==> config.mk <==
export PLATFORM = sky130hd
export DESIGN_NAME = msi_bus_controller_flat
export DESIGN_NICKNAME = d
export VERILOG_FILES = /design/src/rtl/msi_bus_pkg.sv /design/src/rtl/msi_bus_if.sv /design/src/rtl/msi_bus_controller_rr_arbiter2.sv /design/src/rtl/msi_bus_controller.sv /design/src/flat_wrapper.sv
export SDC_FILE = /design/constraint.sdc
export NUM_CORES = 1
export LEC_CHECK = 0
export ABC_AREA = 1
export CAP_MARGIN = 20
export CORE_UTILIZATION = 46
export CTS_BUF_LIST = sky130_fd_sc_hd__clkbuf_2 sky130_fd_sc_hd__clkbuf_4 sky130_fd_sc_hd__clkbuf_8
export DETAILED_ROUTE_END_ITERATION = 8
export GPL_TIMING_DRIVEN = 0
export PLACE_DENSITY = 0.95
export SLEW_MARGIN = 20
export SYNTH_ARGS = -nofsm -noshare
export SYNTH_HDL_FRONTEND = slang
export SYNTH_SLANG_ARGS = --single-unit
==> constraint.sdc <==
create_clock -name clk -period 3.7 [get_ports clk]
set_input_delay 1.11 -clock clk [delete_from_list [all_inputs] [get_ports clk]]
set_output_delay 1.11 -clock clk [all_outputs]
set_load 0.02 [all_outputs]
==> src/rtl/msi_bus_pkg.sv <==
// Shared types for the MSI snooping-bus controller.
// Bus command codes, FSM states and default widths.
package msi_bus_pkg;

  localparam int ADDR_W_DEF = 9;
  localparam int DATA_W_DEF = 16;

  typedef enum logic [1:0] {
    BUS_INVALIDATE = 2'b00,
    BUS_WRITE_MISS = 2'b01,
    BUS_READ_MISS  = 2'b10,
    BUS_NONE       = 2'b11
  } bus_cmd_e;

  typedef enum logic [2:0] {
    ST_IDLE,
    ST_VICTIM_WB,
    ST_SNOOP,
    ST_SNOOP_WB,
    ST_MEM_RD,
    ST_DONE
  } state_e;

  // Place the command in the slot of the core that did not win the bus.
  function automatic logic [3:0] snoop_vec(
    input logic     g,
    input bus_cmd_e c
  );
    if (g) return {BUS_NONE, c};
    else   return {c, BUS_NONE};
  endfunction

endpackage

==> src/rtl/msi_bus_if.sv <==
// Bundle of cache, snoop and memory signals around the bus controller.
// master = controller side, slave = caches/memory side.
interface msi_bus_if #(
  parameter int ADDR_W = 9,
  parameter int DATA_W = 16
);
  logic [3:0]          req_cmd;
  logic [2*ADDR_W-1:0] req_addr;
  logic [1:0]          victim_wb;
  logic [2*ADDR_W-1:0] victim_addr;
  logic [2*DATA_W-1:0] victim_data;
  logic [3:0]          snoop_cmd;
  logic [ADDR_W-1:0]   snoop_addr;
  logic [1:0]          snoop_found;
  logic [1:0]          snoop_wb;
  logic [2*DATA_W-1:0] snoop_data;
  logic                mem_rd;
  logic                mem_wr;
  logic [ADDR_W-1:0]   mem_addr;
  logic [DATA_W-1:0]   mem_wdata;
  logic [DATA_W-1:0]   mem_rdata;
  logic                mem_ready;
  logic [1:0]          done;
  logic [DATA_W-1:0]   fill_data;
  logic                fill_from_cache;

  modport master (
    input  req_cmd, req_addr, victim_wb,
    input  victim_addr, victim_data,
    input  snoop_found, snoop_wb, snoop_data,
    input  mem_rdata, mem_ready,
    output snoop_cmd, snoop_addr,
    output mem_rd, mem_wr, mem_addr, mem_wdata,
    output done, fill_data, fill_from_cache
  );

  modport slave (
    output req_cmd, req_addr, victim_wb,
    output victim_addr, victim_data,
    output snoop_found, snoop_wb, snoop_data,
    output mem_rdata, mem_ready,
    input  snoop_cmd, snoop_addr,
    input  mem_rd, mem_wr, mem_addr, mem_wdata,
    input  done, fill_data, fill_from_cache
  );
endinterface

==> src/rtl/msi_bus_controller_rr_arbiter2.sv <==
// Two-requester round-robin arbiter.
// A tie goes to the core that did not win last time.
module rr_arbiter2 (
  input  logic [1:0] i_req,
  input  logic       i_last_grant,
  output logic       o_grant,
  output logic       o_any
);

  // Pick the winner from the request pair and the previous grant.
  always_comb begin
    o_any   = |i_req;
    o_grant = 1'b0;
    unique case (i_req)
      2'b11:   o_grant = ~i_last_grant;
      2'b10:   o_grant = 1'b1;
      default: o_grant = 1'b0;
    endcase
  end

endmodule

==> src/rtl/msi_bus_controller.sv <==
// Snooping-bus sequencer for a two-core MSI cache pair.
// One transaction at a time: victim WB, snoop, snoop WB / mem read, done.
module msi_bus_controller
  import msi_bus_pkg::*;
#(
  parameter int ADDR_W = ADDR_W_DEF,
  parameter int DATA_W = DATA_W_DEF
) (
  input logic       clk,
  input logic       reset,
  msi_bus_if.master bus
);

  state_e              r_state;
  logic                r_g;
  bus_cmd_e            r_cmd;
  logic [ADDR_W-1:0]   r_addr;
  logic                r_last;
  logic [3:0]          r_snoop_cmd;
  logic [ADDR_W-1:0]   r_snoop_addr;
  logic                r_mem_rd;
  logic                r_mem_wr;
  logic [ADDR_W-1:0]   r_mem_addr;
  logic [DATA_W-1:0]   r_mem_wdata;
  logic [1:0]          r_done;
  logic [DATA_W-1:0]   r_fill;
  logic                r_fill_fc;

  logic [1:0]          w_req;
  logic                w_grant;
  logic                w_any;
  bus_cmd_e            w_cmd;
  logic [ADDR_W-1:0]   w_addr;
  logic                w_vwb;
  logic [ADDR_W-1:0]   w_vaddr;
  logic [DATA_W-1:0]   w_vdata;
  logic                w_sfound;
  logic                w_swb;
  logic [DATA_W-1:0]   w_sdata;
  logic [1:0]          w_done_vec;

  assign w_req[0] = bus.req_cmd[1:0] != BUS_NONE;
  assign w_req[1] = bus.req_cmd[3:2] != BUS_NONE;

  rr_arbiter2 u_arb (
    .i_req        (w_req),
    .i_last_grant (r_last),
    .o_grant      (w_grant),
    .o_any        (w_any)
  );

  assign w_cmd = bus_cmd_e'(w_grant ? bus.req_cmd[3:2]
                                    : bus.req_cmd[1:0]);
  assign w_addr = w_grant ? bus.req_addr[2*ADDR_W-1:ADDR_W]
                          : bus.req_addr[ADDR_W-1:0];
  assign w_vwb = w_grant ? bus.victim_wb[1] : bus.victim_wb[0];
  assign w_vaddr = w_grant ? bus.victim_addr[2*ADDR_W-1:ADDR_W]
                           : bus.victim_addr[ADDR_W-1:0];
  assign w_vdata = w_grant ? bus.victim_data[2*DATA_W-1:DATA_W]
                           : bus.victim_data[DATA_W-1:0];

  // Snoop responses come from the core that is not granted.
  assign w_sfound = r_g ? bus.snoop_found[0] : bus.snoop_found[1];
  assign w_swb    = r_g ? bus.snoop_wb[0] : bus.snoop_wb[1];
  assign w_sdata  = r_g ? bus.snoop_data[DATA_W-1:0]
                        : bus.snoop_data[2*DATA_W-1:DATA_W];
  assign w_done_vec = {r_g, ~r_g};

  // Transaction sequencer with registered bus and memory outputs.
  always_ff @(posedge clk or posedge reset) begin
    if (reset) begin
      r_state      <= ST_IDLE;
      r_g          <= 1'b0;
      r_cmd        <= BUS_NONE;
      r_addr       <= '0;
      r_last       <= 1'b1;
      r_snoop_cmd  <= 4'b1111;
      r_snoop_addr <= '0;
      r_mem_rd     <= 1'b0;
      r_mem_wr     <= 1'b0;
      r_mem_addr   <= '0;
      r_mem_wdata  <= '0;
      r_done       <= 2'b00;
      r_fill       <= '0;
      r_fill_fc    <= 1'b0;
    end else begin
      unique case (r_state)
        ST_IDLE: begin
          if (w_any) begin
            r_g    <= w_grant;
            r_cmd  <= w_cmd;
            r_addr <= w_addr;
            if (w_vwb) begin
              r_state     <= ST_VICTIM_WB;
              r_mem_wr    <= 1'b1;
              r_mem_addr  <= w_vaddr;
              r_mem_wdata <= w_vdata;
            end else begin
              r_state      <= ST_SNOOP;
              r_snoop_cmd  <= snoop_vec(w_grant, w_cmd);
              r_snoop_addr <= w_addr;
            end
          end
        end
        ST_VICTIM_WB: begin
          if (bus.mem_ready) begin
            r_mem_wr     <= 1'b0;
            r_state      <= ST_SNOOP;
            r_snoop_cmd  <= snoop_vec(r_g, r_cmd);
            r_snoop_addr <= r_addr;
          end
        end
        ST_SNOOP: begin
          r_snoop_cmd <= 4'b1111;
          if (r_cmd == BUS_INVALIDATE) begin
            r_state   <= ST_DONE;
            r_done    <= w_done_vec;
            r_fill    <= '0;
            r_fill_fc <= 1'b0;
          end else if (w_swb) begin
            r_state     <= ST_SNOOP_WB;
            r_mem_wr    <= 1'b1;
            r_mem_addr  <= r_addr;
            r_mem_wdata <= w_sdata;
          end else if (w_sfound) begin
            r_state   <= ST_DONE;
            r_done    <= w_done_vec;
            r_fill    <= w_sdata;
            r_fill_fc <= 1'b1;
          end else begin
            r_state    <= ST_MEM_RD;
            r_mem_rd   <= 1'b1;
            r_mem_addr <= r_addr;
          end
        end
        ST_SNOOP_WB: begin
          if (bus.mem_ready) begin
            r_mem_wr  <= 1'b0;
            r_state   <= ST_DONE;
            r_done    <= w_done_vec;
            r_fill    <= r_mem_wdata;
            r_fill_fc <= 1'b1;
          end
        end
        ST_MEM_RD: begin
          if (bus.mem_ready) begin
            r_mem_rd  <= 1'b0;
            r_state   <= ST_DONE;
            r_done    <= w_done_vec;
            r_fill    <= bus.mem_rdata;
            r_fill_fc <= 1'b0;
          end
        end
        ST_DONE: begin
          r_done  <= 2'b00;
          r_last  <= r_g;
          r_state <= ST_IDLE;
        end
        default: r_state <= ST_IDLE;
      endcase
    end
  end

  assign bus.snoop_cmd       = r_snoop_cmd;
  assign bus.snoop_addr      = r_snoop_addr;
  assign bus.mem_rd          = r_mem_rd;
  assign bus.mem_wr          = r_mem_wr;
  assign bus.mem_addr        = r_mem_addr;
  assign bus.mem_wdata       = r_mem_wdata;
  assign bus.done            = r_done;
  assign bus.fill_data       = r_fill;
  assign bus.fill_from_cache = r_fill_fc;

endmodule

==> src/flat_wrapper.sv <==
// flat-port wrapper written by rule: the top's interface ports become plain ports
module msi_bus_controller_flat import msi_bus_pkg::*;
#(
  parameter int ADDR_W = ADDR_W_DEF,
  parameter int DATA_W = DATA_W_DEF
)
  (clk, reset, bus_req_cmd, bus_req_addr, bus_victim_wb, bus_victim_addr, bus_victim_data, bus_snoop_found, bus_snoop_wb, bus_snoop_data, bus_mem_rdata, bus_mem_ready, bus_snoop_cmd, bus_snoop_addr, bus_mem_rd, bus_mem_wr, bus_mem_addr, bus_mem_wdata, bus_done, bus_fill_data, bus_fill_from_cache);
  msi_bus_if #(.ADDR_W(ADDR_W), .DATA_W(DATA_W)) bus_i ();
  input logic clk;
  input logic reset;
  input wire logic [$bits(bus_i.req_cmd)-1:0] bus_req_cmd;
  input wire logic [$bits(bus_i.req_addr)-1:0] bus_req_addr;
  input wire logic [$bits(bus_i.victim_wb)-1:0] bus_victim_wb;
  input wire logic [$bits(bus_i.victim_addr)-1:0] bus_victim_addr;
  input wire logic [$bits(bus_i.victim_data)-1:0] bus_victim_data;
  input wire logic [$bits(bus_i.snoop_found)-1:0] bus_snoop_found;
  input wire logic [$bits(bus_i.snoop_wb)-1:0] bus_snoop_wb;
  input wire logic [$bits(bus_i.snoop_data)-1:0] bus_snoop_data;
  input wire logic [$bits(bus_i.mem_rdata)-1:0] bus_mem_rdata;
  input wire logic [$bits(bus_i.mem_ready)-1:0] bus_mem_ready;
  output wire logic [$bits(bus_i.snoop_cmd)-1:0] bus_snoop_cmd;
  output wire logic [$bits(bus_i.snoop_addr)-1:0] bus_snoop_addr;
  output wire logic [$bits(bus_i.mem_rd)-1:0] bus_mem_rd;
  output wire logic [$bits(bus_i.mem_wr)-1:0] bus_mem_wr;
  output wire logic [$bits(bus_i.mem_addr)-1:0] bus_mem_addr;
  output wire logic [$bits(bus_i.mem_wdata)-1:0] bus_mem_wdata;
  output wire logic [$bits(bus_i.done)-1:0] bus_done;
  output wire logic [$bits(bus_i.fill_data)-1:0] bus_fill_data;
  output wire logic [$bits(bus_i.fill_from_cache)-1:0] bus_fill_from_cache;
  assign bus_i.req_cmd = bus_req_cmd;
  assign bus_i.req_addr = bus_req_addr;
  assign bus_i.victim_wb = bus_victim_wb;
  assign bus_i.victim_addr = bus_victim_addr;
  assign bus_i.victim_data = bus_victim_data;
  assign bus_i.snoop_found = bus_snoop_found;
  assign bus_i.snoop_wb = bus_snoop_wb;
  assign bus_i.snoop_data = bus_snoop_data;
  assign bus_i.mem_rdata = bus_mem_rdata;
  assign bus_i.mem_ready = bus_mem_ready;
  assign bus_snoop_cmd = bus_i.snoop_cmd;
  assign bus_snoop_addr = bus_i.snoop_addr;
  assign bus_mem_rd = bus_i.mem_rd;
  assign bus_mem_wr = bus_i.mem_wr;
  assign bus_mem_addr = bus_i.mem_addr;
  assign bus_mem_wdata = bus_i.mem_wdata;
  assign bus_done = bus_i.done;
  assign bus_fill_data = bus_i.fill_data;
  assign bus_fill_from_cache = bus_i.fill_from_cache;
  msi_bus_controller #(.ADDR_W(ADDR_W), .DATA_W(DATA_W)) u_core (.clk(clk), .reset(reset), .bus(bus_i));
endmodule
==> impl_results.md <==
- DRT Pass-1 Iters: 5
- Setup ws final: between 800 and 900 ps
- Max IR drop VDD: approximately 0.53 mV
- Core area: 10300 sq um
- Post-synthesis register bit count: 75
- Endpoints failing setup: 0
- Synthesized net count: 865
- Max cap viols: 0
- Num CTS Buffers: 9
- # DRC: 0
- Vias: 5593
- IO buf count: 187
- Initial antenna violation count: 0
- R2R Setup Slk: 1650 ps
- Clock tree root buffer cell: clkbuf_8
- Top-area cell type share of the netlist area: 0.352
- Status: completed
- Cells after Synth: 736
- Top_reg_cell synth: dfrtp_1
- Clock skew: 15.6 ps
- Final Hold Fails: 0
- # fillers: between 800 and 900
- Synth cell count leaders: nand2_1 (372), inv_1 (69), dfrtp_1 (68), nand3_1 (56), o21ai_0 (19)
- Clk slew on worst S/H paths: around 90 ps
- Pleak: 0.00365 uW
- Placed Cells: 1060
- Post-synth ARST share: 1.00
- Highest net fanout along the worst path: 10
- Slew HR: 0.583
- Final HPWL DP: 12300 um
- CTS Hold Bufs: 0
- Setup CP Type: in -> reg
- First-pass GRT wire length: 25600 um
- Worst slew pin tran: 626 ps
- CP required: 3950 ps
- CTS tree: done
- Die H: about 100 um
- DIE AREA: 10900 sq um
- GRT Total Usage: 0.297
- Largest net degree at the start of global routing: 52
- Cell taking the most area after synthesis: dfrtp_1
- Die width: 105 um
- Ys Warns: 0
- Synth unique cells: 29
- Post-CTS Repair Setup Buffers: 0
- Register area share after synthesis: 0.390
- Place WS: around 530 ps
- Unrepaired setup endpoints after global routing: false
- Placement Cell Area: 6910 sq um
- Fin cells: around 1.1k
- Inserted Diodes: 0
- Final net count: 1064
- Synthesized area per cell: 6.57 sq um
- Post-layout util: 0.694
- Cts repair resizes: 0
- Initial drt markers: 496
- Gr ovfl total: 0
- Rows: 37
- Final ANT Viol Nets: 0
- Num Clock Sinks: 75
- PD cells: around 850 nW/um^2
- Number of synthesized flops with an enable pin: 0
- Post-Synthesis Cell Area: around 4800 sq um
- Crit path time final: 2820 ps
- CP startpoint kind: primary input
- Share of cells above drive strength 1: 0.0702
- Hold Crit Class: reg -> reg
- Fin. max-slew vios: 0
- Routed WL per cell: 15.1 um
- Vias in the first global route: 5282
- Max Clock Freq: 355 MHz
- Boundary Pins: 188
- Worst path arrival time: 3070 ps
- Aggregate routed wire length: 16300 um
- CP Capture Type: register
- Clk_lat worst skew: roughly 360 ps
- DR vias/cell: 5.20
- Final worst-path cycle share: 0.762
- GPL Wtd Cong: 0.926
- Most numerous cell in the Yosys netlist: nand2_1
- P&R area growth vs syn: 47.4%
- Htree depth: 3
- Hold slack: approximately 470 ps
- Clock Path Buffers: 2
- Final std cell area, no fill: a little over 7000 sq um
- Synth area leaders: dfrtp_1 (35%), nand2_1 (29%), nand3_1 (5.8%)
- Starting Density: 0.470
state kept, by name, summed over array words and instances, names as in the netlist:
| register | flops |
|---|---|
| u_core.bus.snoop_cmd | 4 |
| u_core.r_last | 1 |
| u_core.r_cmd | 2 |
| u_core.bus.done | 2 |
| u_core.r_state | 3 |
| u_core.bus.fill_data | 16 |
| u_core.bus.mem_wdata | 16 |
| u_core.bus.fill_from_cache | 1 |
| u_core.bus.mem_wr | 1 |
| u_core.r_g | 1 |
| u_core.bus.snoop_addr | 9 |
| u_core.bus.mem_rd | 1 |
| u_core.r_addr | 9 |
| u_core.bus.mem_addr | 9 |
cell type report:
cell class	instances	area (sq um)	area share
Multi-Input combinational cell	555	2510	0.353
Timing Repair Buffer	188	1900	0.266
Sequential cell	75	1890	0.265
Inverter	74	280	0.0393
Tap cell	136	170	0.0239
Buffer	32	158	0.0221
Clock buffer	10	131	0.0184
Clock inverter	6	90.1	0.0126
cell families (layout without fill, tap and decap cells):
family	after synthesis	count (layout)	synth area share
simple gates	483	483	0.431
compound gates	72	72	0.0890
buf+inv	106	310	0.0901
flops	75	75	0.390
worst paths after layout:
kind | cells after the start | to | from
max | 10 | u_core.bus.snoop_addr[2]$_DFFE_PP0P_ | bus_req_cmd[1]
min | 2 | u_core.bus.snoop_cmd[1]$_DFFE_PP1P_ | u_core.bus.snoop_cmd[1]$_DFFE_PP1P_
max reg2reg | 8 | u_core.bus.mem_wdata[9]$_DFFE_PP0P_ | u_core.r_last$_DFFE_PP1P_
min reg2reg | 2 | u_core.bus.snoop_cmd[1]$_DFFE_PP1P_ | u_core.bus.snoop_cmd[1]$_DFFE_PP1P_
max in group asynchronous | 3 | u_core.bus.snoop_cmd[1]$_DFFE_PP1P_ | reset
min in group asynchronous | 2 | u_core.bus.fill_data[10]$_DFFE_PP0P_ | reset
layout by cell type, fill, tap and decap left out, types with 2 or more instances in the layout:
cell type          n
inv_1             68
bufinv_16          2
o21ai_0           19
clkinv_4           2
nand3_2            4
clkdlybuf4s50_1  187
dfstp_2            7
clkbuf_8           9
clkbuf_1          16
nand3b_1          11
buf_6              2
a21oi_1           16
dfrtp_1           68
or2_2              2
nor2_4             6
buf_4              3
o21bai_1           9
o211ai_1          16
nand2_1          372
nand2_2            6
o21ai_1           10
nand3_1           56
nand3_4            2
buf_2              9
inv_2              4
nand4_1            9
buf_1              2
nor2_1            13
per-stage QoR:
stage               TNS [ps]  power (uW)
CTS                        0        6030
floorplan                  0        3870
global route               0        6480
global placement      -34450        5200
finish                     0        6070
detailed placement         0        5310
worst max-delay path, stage by stage:
cell	delay, ps
clkdlybuf4s50_1	470
nand2_1	90
nand2_1	140
nand2_1	250
nand2_1	210
nand3_4	130
nand2_1	310
nand2_2	200
nand2_1	110
nand2_1	60
per-layer routing:
metal	GRT usage	share of wire	vias to the layer above
met3	0.0583	0.074	49
li1	-	-	2707
met5	0	0	-
met1	0.367	0.41	2551
met2	0.501	0.48	286
met4	0.131	0.035	0
where the power goes:
group | total, uW | switching (uW) | leakage (uW) | internal, uW
sequential | 1540 | 282 | 0.000919 | 1260
clock | 706 | 317 | 0.000110 | 388
combinational | 3820 | 2370 | 0.00262 | 1440
total | 6070 | 2970 | 0.00365 | 3090
Note: power is estimated with default switching activity, not from simulation.
==> patch: new RTL, same flow settings <==
Encoding of `state_e`: now one-hot (6 bits for 6 states).
--- a/src/rtl/msi_bus_pkg.sv
+++ b/src/rtl/msi_bus_pkg.sv
@@ -12,13 +12,13 @@
     BUS_NONE       = 2'b11
   } bus_cmd_e;
 
-  typedef enum logic [2:0] {
-    ST_IDLE,
-    ST_VICTIM_WB,
-    ST_SNOOP,
-    ST_SNOOP_WB,
-    ST_MEM_RD,
-    ST_DONE
+  typedef enum logic [5:0] {
+    ST_IDLE      = 6'b000001,
+    ST_VICTIM_WB = 6'b000010,
+    ST_SNOOP     = 6'b000100,
+    ST_SNOOP_WB  = 6'b001000,
+    ST_MEM_RD    = 6'b010000,
+    ST_DONE      = 6'b100000
   } state_e;
 
   // Place the command in the slot of the core that did not win the bus.
Formal check against the unedited RTL: same outputs for any inputs over 4 cycles, from zero or initial values and one cycle with reset high; so few cycles prove little.
==> patch against the original RTL <==
First-iteration DRC count is 3.0% lower; core utilization is 0.33 points lower; register-to-register slack better by 0.17 ns; total power is 4.1% lower; design area is 6.8% higher; wire length is 8.1% higher; sequential power is 3% higher; area after synthesis is 9.5% higher; clock power is 16% higher; worst setup slack better by 0.032 ns; sequential cell count is 3 higher; critical endpoint unchanged; largest power group unchanged.
==> patch: results (changes against the original RTL) <==
- The kind of cell adding the most delay to the critical path is buffers and inverters (was simple AND/OR/NAND/NOR gates).
- The critical path data arrival time is 3.05 ns (was 3.07 ns).
- The number of signal-net buffers in the layout is 235 (was 220).
- The largest voltage drop on the vdd net is 0.3810 mV (was 0.5326 mV).
- Result of the run: complete, no violations (unchanged).
- The share of cells above drive strength 1 was 0.07957 (was 0.07021).
- The placed cell count is 1142 (was 1060).
- The area enclosed by the die boundary is 11940 sq um (was 10920 sq um).
- The detailed-routed wire length on met3 is 1798 um (was 1195 um).
- The data-path buffer share of cell area in the final layout is 0.2786 (was 0.2886).
- The HPWL after detailed placement came to 13520 um (was 12330 um).
- The met3 track utilization from global routing came to 0.06515 (was 0.05827).
- The global routing usage on met2 is 0.4942 (was 0.5009).
- The share of the final layout cell area in multi-input gates is 0.3615 (was 0.3526).
- The met1 layer wirelength in the final routing is 7011 um (was 6732 um).
- The detailed-routed wire length on met2 is 8236 um (was 7758 um).
- The instance area at placement came to 7362 sq um (was 6907 sq um).
- The clock buffer count is 11 (was 10).
- The fraction of power spent switching nets is 0.4703 (was 0.4903).
- The synthesized area divided by synthesized cell count is 6.502 sq um (was 6.569 sq um).
- The per-cell via count in the routed design is 5.365 (was 5.198).
- The number of distinct library cells after synthesis is 24 (was 29).
- The met1 usage was 0.3694 (was 0.3666).
- The number of optimization iterations in the first detailed-route pass is 7 (was 5).
- The source of the critical timing path was bus_req_cmd[3] (was bus_req_cmd[1]).
- The tightest slew margin relative to the limit is 0.6297 (was 0.5827).
- The power attributed to combinational cells is 0.00341 W (was 0.00382 W).
- The first-pass GRT wire length came to 27170 um (was 25560 um).
- The startpoint of the worst-slack reg-to-reg timing path is u_core.r_state[5] (was u_core.r_last).
- The number of non-clock inverters is 93 (was 74).
-- patch: changes by cell type in the layout (fill, tap and decap cells not counted), moves of 13 or more --
cell,change
sky130_fd_sc_hd__a21oi_1,-14
sky130_fd_sc_hd__buf_2,+15
sky130_fd_sc_hd__inv_1,+19
sky130_fd_sc_hd__nand2_1,-28
sky130_fd_sc_hd__nand3_1,+41
sky130_fd_sc_hd__nand3b_1,+24
sky130_fd_sc_hd__nand4_1,+35
sky130_fd_sc_hd__nor2_1,+13
sky130_fd_sc_hd__o211ai_1,-16
-- patch: worst paths after layout --
kind	end	cells past startpoint	slack [ns]
worst min register to register	u_core.bus.snoop_cmd[1]	2	0.47
worst min-delay path	u_core.bus.snoop_cmd[1]	2	0.47
worst max-delay path	u_core.bus.snoop_addr[2]	10	0.91
min in group asynchronous	u_core.bus.mem_addr[0]	2	1.13
worst max register to register	u_core.bus.mem_wdata[12]	8	1.82
max in group asynchronous	u_core.bus.fill_data[11]	3	1.97
